--- src/rtl/iter_div.sv ---
`default_nettype none
// ============================================================================
// iter_div : iterative restoring divider (signed/unsigned), one bit per cycle
// Rev 1.0
// ============================================================================
module iter_div #(
  parameter int WIDTH = 32
) (
  input  logic               clk,
  input  logic               rst,
  input  logic               signed_div_i,
  input  logic [WIDTH-1:0]   opdata1_i,
  input  logic [WIDTH-1:0]   opdata2_i,
  input  logic               start_i,
  input  logic               annul_i,
  output logic [2*WIDTH-1:0] result_o,
  output logic               ready_o,
  output logic               div_zero_o,
  output logic               busy_o
);

  typedef enum logic [1:0] {
    S_IDLE   = 2'd0,
    S_BYZERO = 2'd1,
    S_ON     = 2'd2,
    S_END    = 2'd3
  } state_t;

  localparam int             CW   = $clog2(WIDTH);
  localparam logic [CW-1:0]  LAST = CW'(WIDTH - 1);

  state_t               state_q;
  logic [CW-1:0]        cnt_q;
  logic [WIDTH-1:0]     quot_q;
  logic [WIDTH-1:0]     rem_q;
  logic [WIDTH-1:0]     dvsr_q;
  logic                 neg_quot_q;
  logic                 neg_rem_q;
  logic                 dz_q;
  logic [2*WIDTH-1:0]   result_q;
  logic                 ready_q;
  logic                 div_zero_q;

  logic [WIDTH:0]       part_d;
  logic [WIDTH:0]       diff_d;
  logic                 qbit_d;
  logic [WIDTH-1:0]     quot_d;
  logic [WIDTH-1:0]     rem_d;
  logic [WIDTH-1:0]     abs1_d;
  logic [WIDTH-1:0]     abs2_d;

  // quot_q doubles as the dividend shift register: its MSB feeds the partial
  // remainder while quotient bits enter at the LSB.
  always_comb begin
    part_d = {rem_q, quot_q[WIDTH-1]};
    diff_d = part_d - {1'b0, dvsr_q};
    qbit_d = (part_d >= {1'b0, dvsr_q});
    quot_d = {quot_q[WIDTH-2:0], qbit_d};
    rem_d  = qbit_d ? diff_d[WIDTH-1:0] : part_d[WIDTH-1:0];
    abs1_d = (signed_div_i && opdata1_i[WIDTH-1]) ? -opdata1_i : opdata1_i;
    abs2_d = (signed_div_i && opdata2_i[WIDTH-1]) ? -opdata2_i : opdata2_i;
  end

  always_ff @(posedge clk) begin
    if (!rst) begin
      state_q    <= S_IDLE;
      cnt_q      <= '0;
      quot_q     <= '0;
      rem_q      <= '0;
      dvsr_q     <= '0;
      neg_quot_q <= 1'b0;
      neg_rem_q  <= 1'b0;
      dz_q       <= 1'b0;
      result_q   <= '0;
      ready_q    <= 1'b0;
      div_zero_q <= 1'b0;
    end else begin
      case (state_q)
        S_IDLE: begin
          ready_q    <= 1'b0;
          div_zero_q <= 1'b0;
          result_q   <= '0;
          if (start_i && !annul_i) begin
            cnt_q      <= '0;
            quot_q     <= abs1_d;
            rem_q      <= '0;
            dvsr_q     <= abs2_d;
            dz_q       <= 1'b0;
            neg_quot_q <= signed_div_i & (opdata1_i[WIDTH-1] ^ opdata2_i[WIDTH-1]);
            neg_rem_q  <= signed_div_i & opdata1_i[WIDTH-1];
            state_q    <= (opdata2_i == '0) ? S_BYZERO : S_ON;
          end
        end
        S_BYZERO: begin
          if (annul_i) begin
            state_q <= S_IDLE;
          end else begin
            quot_q  <= '0;
            rem_q   <= '0;
            dz_q    <= 1'b1;
            state_q <= S_END;
          end
        end
        S_ON: begin
          if (annul_i) begin
            cnt_q   <= '0;
            state_q <= S_IDLE;
          end else if (cnt_q == LAST) begin
            // Sign correction folds into the final iteration's write-back.
            quot_q  <= neg_quot_q ? -quot_d : quot_d;
            rem_q   <= neg_rem_q ? -rem_d : rem_d;
            cnt_q   <= '0;
            state_q <= S_END;
          end else begin
            quot_q <= quot_d;
            rem_q  <= rem_d;
            cnt_q  <= cnt_q + 1'b1;
          end
        end
        S_END: begin
          if (start_i) begin
            result_q   <= {rem_q, quot_q};
            ready_q    <= 1'b1;
            div_zero_q <= dz_q;
          end else begin
            result_q   <= '0;
            ready_q    <= 1'b0;
            div_zero_q <= 1'b0;
            state_q    <= S_IDLE;
          end
        end
        default: state_q <= S_IDLE;
      endcase
    end
  end

  assign result_o   = result_q;
  assign ready_o    = ready_q;
  assign div_zero_o = div_zero_q;
  assign busy_o     = (state_q != S_IDLE);

endmodule
`default_nettype wire

--- config.mk ---
export PLATFORM = sky130hd
export DESIGN_NAME = iter_div
export DESIGN_NICKNAME = d
export VERILOG_FILES = /design/src/rtl/iter_div.sv
export SDC_FILE = /design/constraint.sdc
export NUM_CORES = 1
export LEC_CHECK = 0
export CAP_MARGIN = 40
export CORE_MARGIN = 4
export CORE_UTILIZATION = 25
export DETAILED_ROUTE_END_ITERATION = 8
export SLEW_MARGIN = 15
export SYNTH_ARGS = -nofsm -noshare
export SYNTH_HDL_FRONTEND = slang
export SYNTH_SLANG_ARGS = --single-unit
--- constraint.sdc ---
create_clock -name clk -period 5.35 [get_ports clk]
set_input_delay 1.07 -clock clk [delete_from_list [all_inputs] [get_ports clk]]
set_output_delay 1.07 -clock clk [all_outputs]
set_load 0.01 [all_outputs]
==> run_results.csv, run 1 <==
group,metric,value,unit
synthesis,async_flop_share,0,%
critical_path,timing_worst_setup_path_type,"reg -> reg",
routing,wl_per_cell,18.1,um
critical_path,worst_path_maximum_fanout,14,
timing,timing_limited_maximum_frequency,226,MHz
timing,final_critical_path_time_including_i_o_delays_and_setup,4430,ps
synthesis,yosys_warnings,0,
timing,rsz_0062_raised_after_global_routing,"false",
timing,setup_tns,0,ps
routing,via_count,11441,
worst_hold_path,timing.hold.worst.class,"reg -> reg",
critical_path,cp_data_arrival_time,4790,ps
timing,timing_worst_slew_pin_value,834,ps
synthesis,synth.yosys.seq_area_share,29.0,%
finish,final_layout_size_suffix_gt1_share,5.36,%
synthesis,postSynthCellCount,1494,
floorplan,floorplan.initialDensity,25.4,%
timing,number_of_setup_violations_in_the_final_report,0,
floorplan,number_of_top_level_pins,136,
pwr,pwr_per_cell_area,487,mW/mm2
clocking,postCtsSetupBuffers,0,
routing,drt_first_iter_violations,847,
routing,ant_nets,0,
global_route,grt_overflow,0,
synthesis,synth.ff_latch_count,172,
placed_design,numPortBuffers,135,
global_route,grt_pass1_wl,62700,um
clocking,cts.sinks,172,
timing,finalHoldWorstSlack,483,ps
critical_path,wp_data_required,5710,ps
clocking,tritoncts,"built",
synthesis,synth_ff_type,"sky130_fd_sc_hd__dfxtp_1",
routing,drtPass1Iterations,5,
clocking,h_tree_depth,4,
clocking,holdBufCountCts,0,
placed_design,finalWeightedCongestion,0.930,
floorplan,fp.coreArea,0.0468,mm2
finish,register_area,0.00344,mm2
clocking,cts_max_path_buffers,2,
routing,post-route-drc-count,0,
synthesis,post_synth_num_cell_types,88,
critical_path,setup.worst_path.end_class,"flop",
global_route,grt_pass1_vias,11109,
finish,nets,1684,
finish,flow.area_growth_from_synthesis,20.8,%
finish,multi_input_area,0.00786,mm2
synthesis,yosys.area.top_type,"sky130_fd_sc_hd__dfxtp_1",
synthesis,yosys.area.top_type_share,29.0,%
clocking,clk_pin_slew_worst_paths,70,ps
flow_run,drv_cap,0,
placed_design,dpl_worst_slack,965,ps
timing,timing.final.ws_setup,924,ps
global_route,antenna_found_initial,8,
floorplan,dieArea,0.0511,mm2
finish,fillers,4922,
outcome,status,"complete, no violations",
timing,number_of_failing_hold_endpoints_at_the_final_stage,0,
timing,slew_viol_final,0,
pwr,static-leakage-power,0.00528,uW
pwr,worst_voltage_drop_across_the_vdd_grid,304,uV
floorplan,die_height,226,um
timing,fin_crit_sh,82.7,%
clocking,clock-root-buffer,"sky130_fd_sc_hd__clkbuf_16",
timing,skew,12.6,ps
synthesis,synth_fp_nets,1606,
global_route,grt_usage,15.3,%
floorplan,fp-row-count,79,
clocking,cts_made_buffers,17,
clocking,postCtsResizedCells,0,
timing,timing.max_slew.rel_slack,44.0,%
synthesis,post_synth.cell_area_avg,7.95,um2
routing,wirelength,39700,um
placed_design,detailedPlacementHpwl,29900,um
synthesis,synth.cell_area,0.0119,mm2
clocking,clk-insertion-delay-late,440,ps
synthesis,yosys-top-cells-area,"sky130_fd_sc_hd__dfxtp_1, sky130_fd_sc_hd__xnor2_1, sky130_fd_sc_hd__a22oi_1",
synthesis,synth-edff-count,0,
routing,vias_per_cell,5.21,
critical_path,start_kind,"flop",
global_route,grt_start_max_net_pins,82,
floorplan,dieWidth,226,um
## registers in the layout, indices dropped and copies added (netlist names)
| name | cells |
|---|---|
| quot_q | 32 |
| neg_quot_q | 1 |
| dvsr_q | 32 |
| state_q | 2 |
| rem_q | 32 |
| div_zero_o | 1 |
| ready_o | 1 |
| neg_rem_q | 1 |
| result_o | 64 |
| cnt_q | 5 |
| dz_q | 1 |
## logic make-up (layout without fill, tap and decap cells)
| group | count (synthesis) | in the layout | synth area share (%) |
|---|---|---|---|
| multiplexers | 24 | 24 | 2.06 |
| other | 0 | 3 | 0 |
| flip-flops | 172 | 172 | 29.0 |
| XOR/XNOR | 137 | 137 | 10.1 |
| AND/OR/NAND/NOR | 478 | 478 | 20.2 |
| AO/OA/AOI/OAI | 488 | 488 | 29.0 |
| buffers and inverters | 152 | 243 | 5.13 |
| adder cells (fa/ha/maj) | 43 | 43 | 4.59 |
## worst paths after layout
| check | startpoint | endpoint | slack (ps) | depth (start not counted) |
|---|---|---|---|---|
| setup / recovery | rem_q[19] | quot_q[30] | 920 | 17 |
| hold / removal | neg_rem_q | neg_rem_q | 480 | 2 |
| setup reg to reg | rem_q[19] | quot_q[30] | 920 | 17 |
| hold reg to reg | neg_rem_q | neg_rem_q | 480 | 2 |
## worst max-delay path, stage by stage, from the launching register on
cell                       delay, ps
sky130_fd_sc_hd__dfxtp_1         360
sky130_fd_sc_hd__ha_1            420
sky130_fd_sc_hd__a21oi_4         230
sky130_fd_sc_hd__o21ai_2          90
sky130_fd_sc_hd__a41o_1          260
sky130_fd_sc_hd__a211o_1         300
sky130_fd_sc_hd__a41o_4          310
sky130_fd_sc_hd__clkinv_4        160
sky130_fd_sc_hd__ha_1            190
sky130_fd_sc_hd__nor3b_1         480
sky130_fd_sc_hd__and3_1          340
sky130_fd_sc_hd__nand2_1         110
sky130_fd_sc_hd__o21ai_0         360
sky130_fd_sc_hd__a31oi_1         150
sky130_fd_sc_hd__xnor2_1         160
sky130_fd_sc_hd__o21ai_0         140
sky130_fd_sc_hd__o21ai_0          90
sky130_fd_sc_hd__o21ai_0         160
## layer usage
layer	GRT usage [%]	share of wire [%]	wire (um)
met1	19.6	44	17400
met3	3.30	5.7	2280
met5	0	0.19	75
met4	4.70	2.1	833
met2	25.8	48	19100
## cell usage after synthesis, types with 13 or more instances
master / instances
sky130_fd_sc_hd__clkbuf_1: 76
sky130_fd_sc_hd__nor4_1: 16
sky130_fd_sc_hd__o22a_1: 15
sky130_fd_sc_hd__mux2i_1: 20
sky130_fd_sc_hd__a21oi_1: 97
sky130_fd_sc_hd__o211a_1: 31
sky130_fd_sc_hd__nor2_1: 90
sky130_fd_sc_hd__nor3_1: 37
sky130_fd_sc_hd__dfxtp_1: 172
sky130_fd_sc_hd__o21ai_0: 86
sky130_fd_sc_hd__nand2_1: 144
sky130_fd_sc_hd__xnor2_1: 90
sky130_fd_sc_hd__o31ai_1: 19
sky130_fd_sc_hd__nor2b_1: 85
sky130_fd_sc_hd__and2_1: 17
sky130_fd_sc_hd__inv_1: 56
sky130_fd_sc_hd__xor2_1: 47
sky130_fd_sc_hd__a22oi_1: 76
sky130_fd_sc_hd__a31oi_1: 19
sky130_fd_sc_hd__a21boi_0: 13
sky130_fd_sc_hd__nand3_1: 23
sky130_fd_sc_hd__ha_1: 42
sky130_fd_sc_hd__buf_2: 15
## placed cells by master, fill, tap and decap left out, types with 16 or more instances in the layout
master	n
sky130_fd_sc_hd__dfxtp_1	172
sky130_fd_sc_hd__nand2_1	144
sky130_fd_sc_hd__clkdlybuf4s50_1	134
sky130_fd_sc_hd__a21oi_1	97
sky130_fd_sc_hd__xnor2_1	90
sky130_fd_sc_hd__nor2_1	89
sky130_fd_sc_hd__o21ai_0	86
sky130_fd_sc_hd__nor2b_1	85
sky130_fd_sc_hd__a22oi_1	76
sky130_fd_sc_hd__inv_1	56
sky130_fd_sc_hd__xor2_1	47
sky130_fd_sc_hd__ha_1	41
sky130_fd_sc_hd__nor3_1	37
sky130_fd_sc_hd__o211a_1	31
sky130_fd_sc_hd__nand3_1	23
sky130_fd_sc_hd__mux2i_1	20
sky130_fd_sc_hd__a31oi_1	19
sky130_fd_sc_hd__o31ai_1	18
sky130_fd_sc_hd__and2_1	17
sky130_fd_sc_hd__clkbuf_16	17
sky130_fd_sc_hd__nor4_1	16
sky130_fd_sc_hd__buf_4	16
## metrics by stage
step,area (um2),total power [uW],utilization [%],cells
2_1_floorplan,11900,4690,-,1494
3_5_place_dp,13800,5760,29.5,2159
3_3_place_gp,13700,5700,29.4,2156
6_report,14400,6990,30.7,2195
4_1_cts,14300,6960,30.6,2191
5_1_grt,14300,7490,30.7,2193
## where the power goes
part	switching, uW	total [uW]	internal (uW)
registers	205	1640	1440
clock network	576	1180	607
logic	2620	4160	1540
total	3400	6990	3590
## cell type report
class                      instances  share of cell area, %
antenna                            3                 0.0523
clock buffer                      19                   3.09
clock inverter                    13                  0.645
inverter                          57                   1.53
multi-input combinational       1170                   54.8
sequential                       172                   24.0
tap                              607                   5.29
timing repair buffer             154                   10.6
(Power assumes the default switching activity.)
==> run 2, diff against run 1 <==
==> constraint.sdc (replaced) <==
create_clock -name clk -period 3.77 [get_ports clk]
set_input_delay 0.754 -clock clk [delete_from_list [all_inputs] [get_ports clk]]
set_output_delay 0.754 -clock clk [all_outputs]
set_load 0.01 [all_outputs]
==> run_results.csv, run 2 (synthesized netlist as in run 1, its figures left out) <==
group,metric,value,unit
floorplan,number_of_top_level_pins,136,
routing,vias_per_cell,5.17,
clocking,cts_made_buffers,17,
finish,flow.area_growth_from_synthesis,31.2,%
placed_design,finalWeightedCongestion,0.909,
finish,final_layout_size_suffix_gt1_share,15.3,%
floorplan,die_height,226,um
critical_path,timing_worst_setup_path_type,"reg -> reg",
placed_design,numPortBuffers,135,
timing,number_of_setup_violations_in_the_final_report,0,
clocking,clk_pin_slew_worst_paths,80,ps
pwr,pwr_per_cell_area,749,mW/mm2
global_route,grt_overflow,0,
timing,skew,15.4,ps
routing,wirelength,42300,um
floorplan,floorplan.initialDensity,25.4,%
outcome,status,"complete, no violations",
routing,wl_per_cell,18.4,um
placed_design,detailedPlacementHpwl,32200,um
critical_path,setup.worst_path.end_class,"flop",
timing,rsz_0062_raised_after_global_routing,"true",
routing,via_count,11909,
finish,nets,1794,
global_route,grt_pass1_vias,11343,
global_route,antenna_found_initial,2,
finish,final_core_util,33.3,%
timing,slew_viol_final,0,
routing,ant_nets,0,
pwr,static-leakage-power,0.00592,uW
timing,timing_limited_maximum_frequency,271,MHz
floorplan,fp.coreArea,0.0468,mm2
clocking,holdBufCountCts,0,
clocking,tritoncts,"built",
clocking,cts.sinks,172,
finish,instances_no_fill,2302,
critical_path,wp_data_required,4080,ps
timing,timing.max_slew.rel_slack,43.2,%
clocking,clock-root-buffer,"sky130_fd_sc_hd__clkbuf_16",
clocking,h_tree_depth,4,
timing,finalHoldWorstSlack,480,ps
timing,number_of_failing_hold_endpoints_at_the_final_stage,0,
clocking,clk-insertion-delay-late,460,ps
routing,drtPass1Iterations,5,
timing,final_critical_path_time_including_i_o_delays_and_setup,3700,ps
finish,insertedDiodeCount,0,
critical_path,worst_path_maximum_fanout,8,
critical_path,start_kind,"flop",
finish,largest_reg_flops,64,
placed_design,placed_cells_incl_taps,2253,
finish,top_library_cells_by_usage_in_the_layout_fill_and_taps_aside,"sky130_fd_sc_hd__dfxtp_1, sky130_fd_sc_hd__nand2_1, sky130_fd_sc_hd__clkdlybuf4s50_1",
timing,fin_crit_sh,98.0,%
global_route,grt_pass1_wl,64900,um
flow_run,drv_cap,0,
global_route,grt_start_max_net_pins,62,
finish,fillers,4808,
routing,drt_first_iter_violations,888,
worst_hold_path,timing.hold.worst.class,"reg -> reg",
floorplan,dieArea,0.0511,mm2
timing,timing_worst_slew_pin_value,850,ps
routing,post-route-drc-count,0,
floorplan,fp-row-count,79,
floorplan,dieWidth,226,um
finish,layout.cells.most_common,"sky130_fd_sc_hd__dfxtp_1",
global_route,grt_usage,16.0,%
clocking,cts_max_path_buffers,2,
pwr,worst_voltage_drop_across_the_vdd_grid,438,uV
critical_path,cp_data_arrival_time,4010,ps
==> run 2: cell types whose count changed in the layout (fill, tap and decap cells not counted), sizes merged, moves of 2 or more <==
cell,before,now
buf,20,130
clkinvlp,5,0
inv,58,63
diode,3,0
clkbuf,19,17
==> run 2: what timing repair did <==
| action | 4_1_cts | 5_1_grt |
|---|---|---|
| endpoints found under the setup margin | 7 | 18 |
| buffers inserted | 2 | 15 |
| pin swaps | 5 | 22 |
| gates resized for setup | 10 | 68 |
==> run 2: metrics by stage <==
step           power, uW  area, um2  setup TNS [ps]  worst slack, ps
6_report           11700      15600               0             73.9
5_1_grt            12400      15600            -211            -66.6
4_1_cts            11100      15200               0            0.526
3_5_place_dp        9130      14600            -170            -54.7
3_3_place_gp        9070      14500            -408            -87.7
2_1_floorplan       6680      11900           -15.5            -15.5
==> run 2: power by group <==
part / total, uW / switching [uW] / internal [uW]
logic: 7530 / 4230 / 3300
clock network: 1830 / 879 / 947
registers: 2320 / 275 / 2040
==> run 2: final timing paths <==
| kind | start | slack (ps) | cells after the start | endpoint |
|---|---|---|---|---|
| setup / recovery | dvsr_q[9] | 70 | 17 | rem_q[24] |
| hold / removal | neg_rem_q | 480 | 2 | neg_rem_q |
| setup reg to reg | dvsr_q[9] | 70 | 17 | rem_q[24] |
| hold reg to reg | neg_rem_q | 480 | 2 | neg_rem_q |
==> run 2: layout make-up <==
class	count	area, um2	area share, %
repair buffers	264	2390	15.3
well taps	607	759	4.87
clock buffers	17	425	2.73
clock inverters	15	175	1.12
multi-input cells	1170	8160	52.3
inverters	57	219	1.40
flip-flops and latches	172	3460	22.2
==> run 2: layer usage <==
metal  track usage [%]  wire length (um)  up-vias
met3              3.77              2860       42
met2              26.0             19500      372
met1              21.6             19400     5668
met5                 0                30        -
li1                  -                 -     5823
met4              3.79               595        4
==> run 2: worst max-delay path, stage by stage, from the launching register on <==
cell and delay (ps):
sky130_fd_sc_hd__dfxtp_1 320, sky130_fd_sc_hd__inv_1 70, sky130_fd_sc_hd__ha_2 410, sky130_fd_sc_hd__nand4_1 170
sky130_fd_sc_hd__buf_4 180, sky130_fd_sc_hd__o22ai_2 120, sky130_fd_sc_hd__nand2_1 90, sky130_fd_sc_hd__nand3_2 100
sky130_fd_sc_hd__a41o_4 340, sky130_fd_sc_hd__mux2i_4 290, sky130_fd_sc_hd__ha_4 180, sky130_fd_sc_hd__inv_1 50
sky130_fd_sc_hd__a2111o_1 450, sky130_fd_sc_hd__buf_6 150, sky130_fd_sc_hd__nor4_4 220, sky130_fd_sc_hd__a21oi_1 130
sky130_fd_sc_hd__xnor2_1 190, sky130_fd_sc_hd__o21ai_0 90
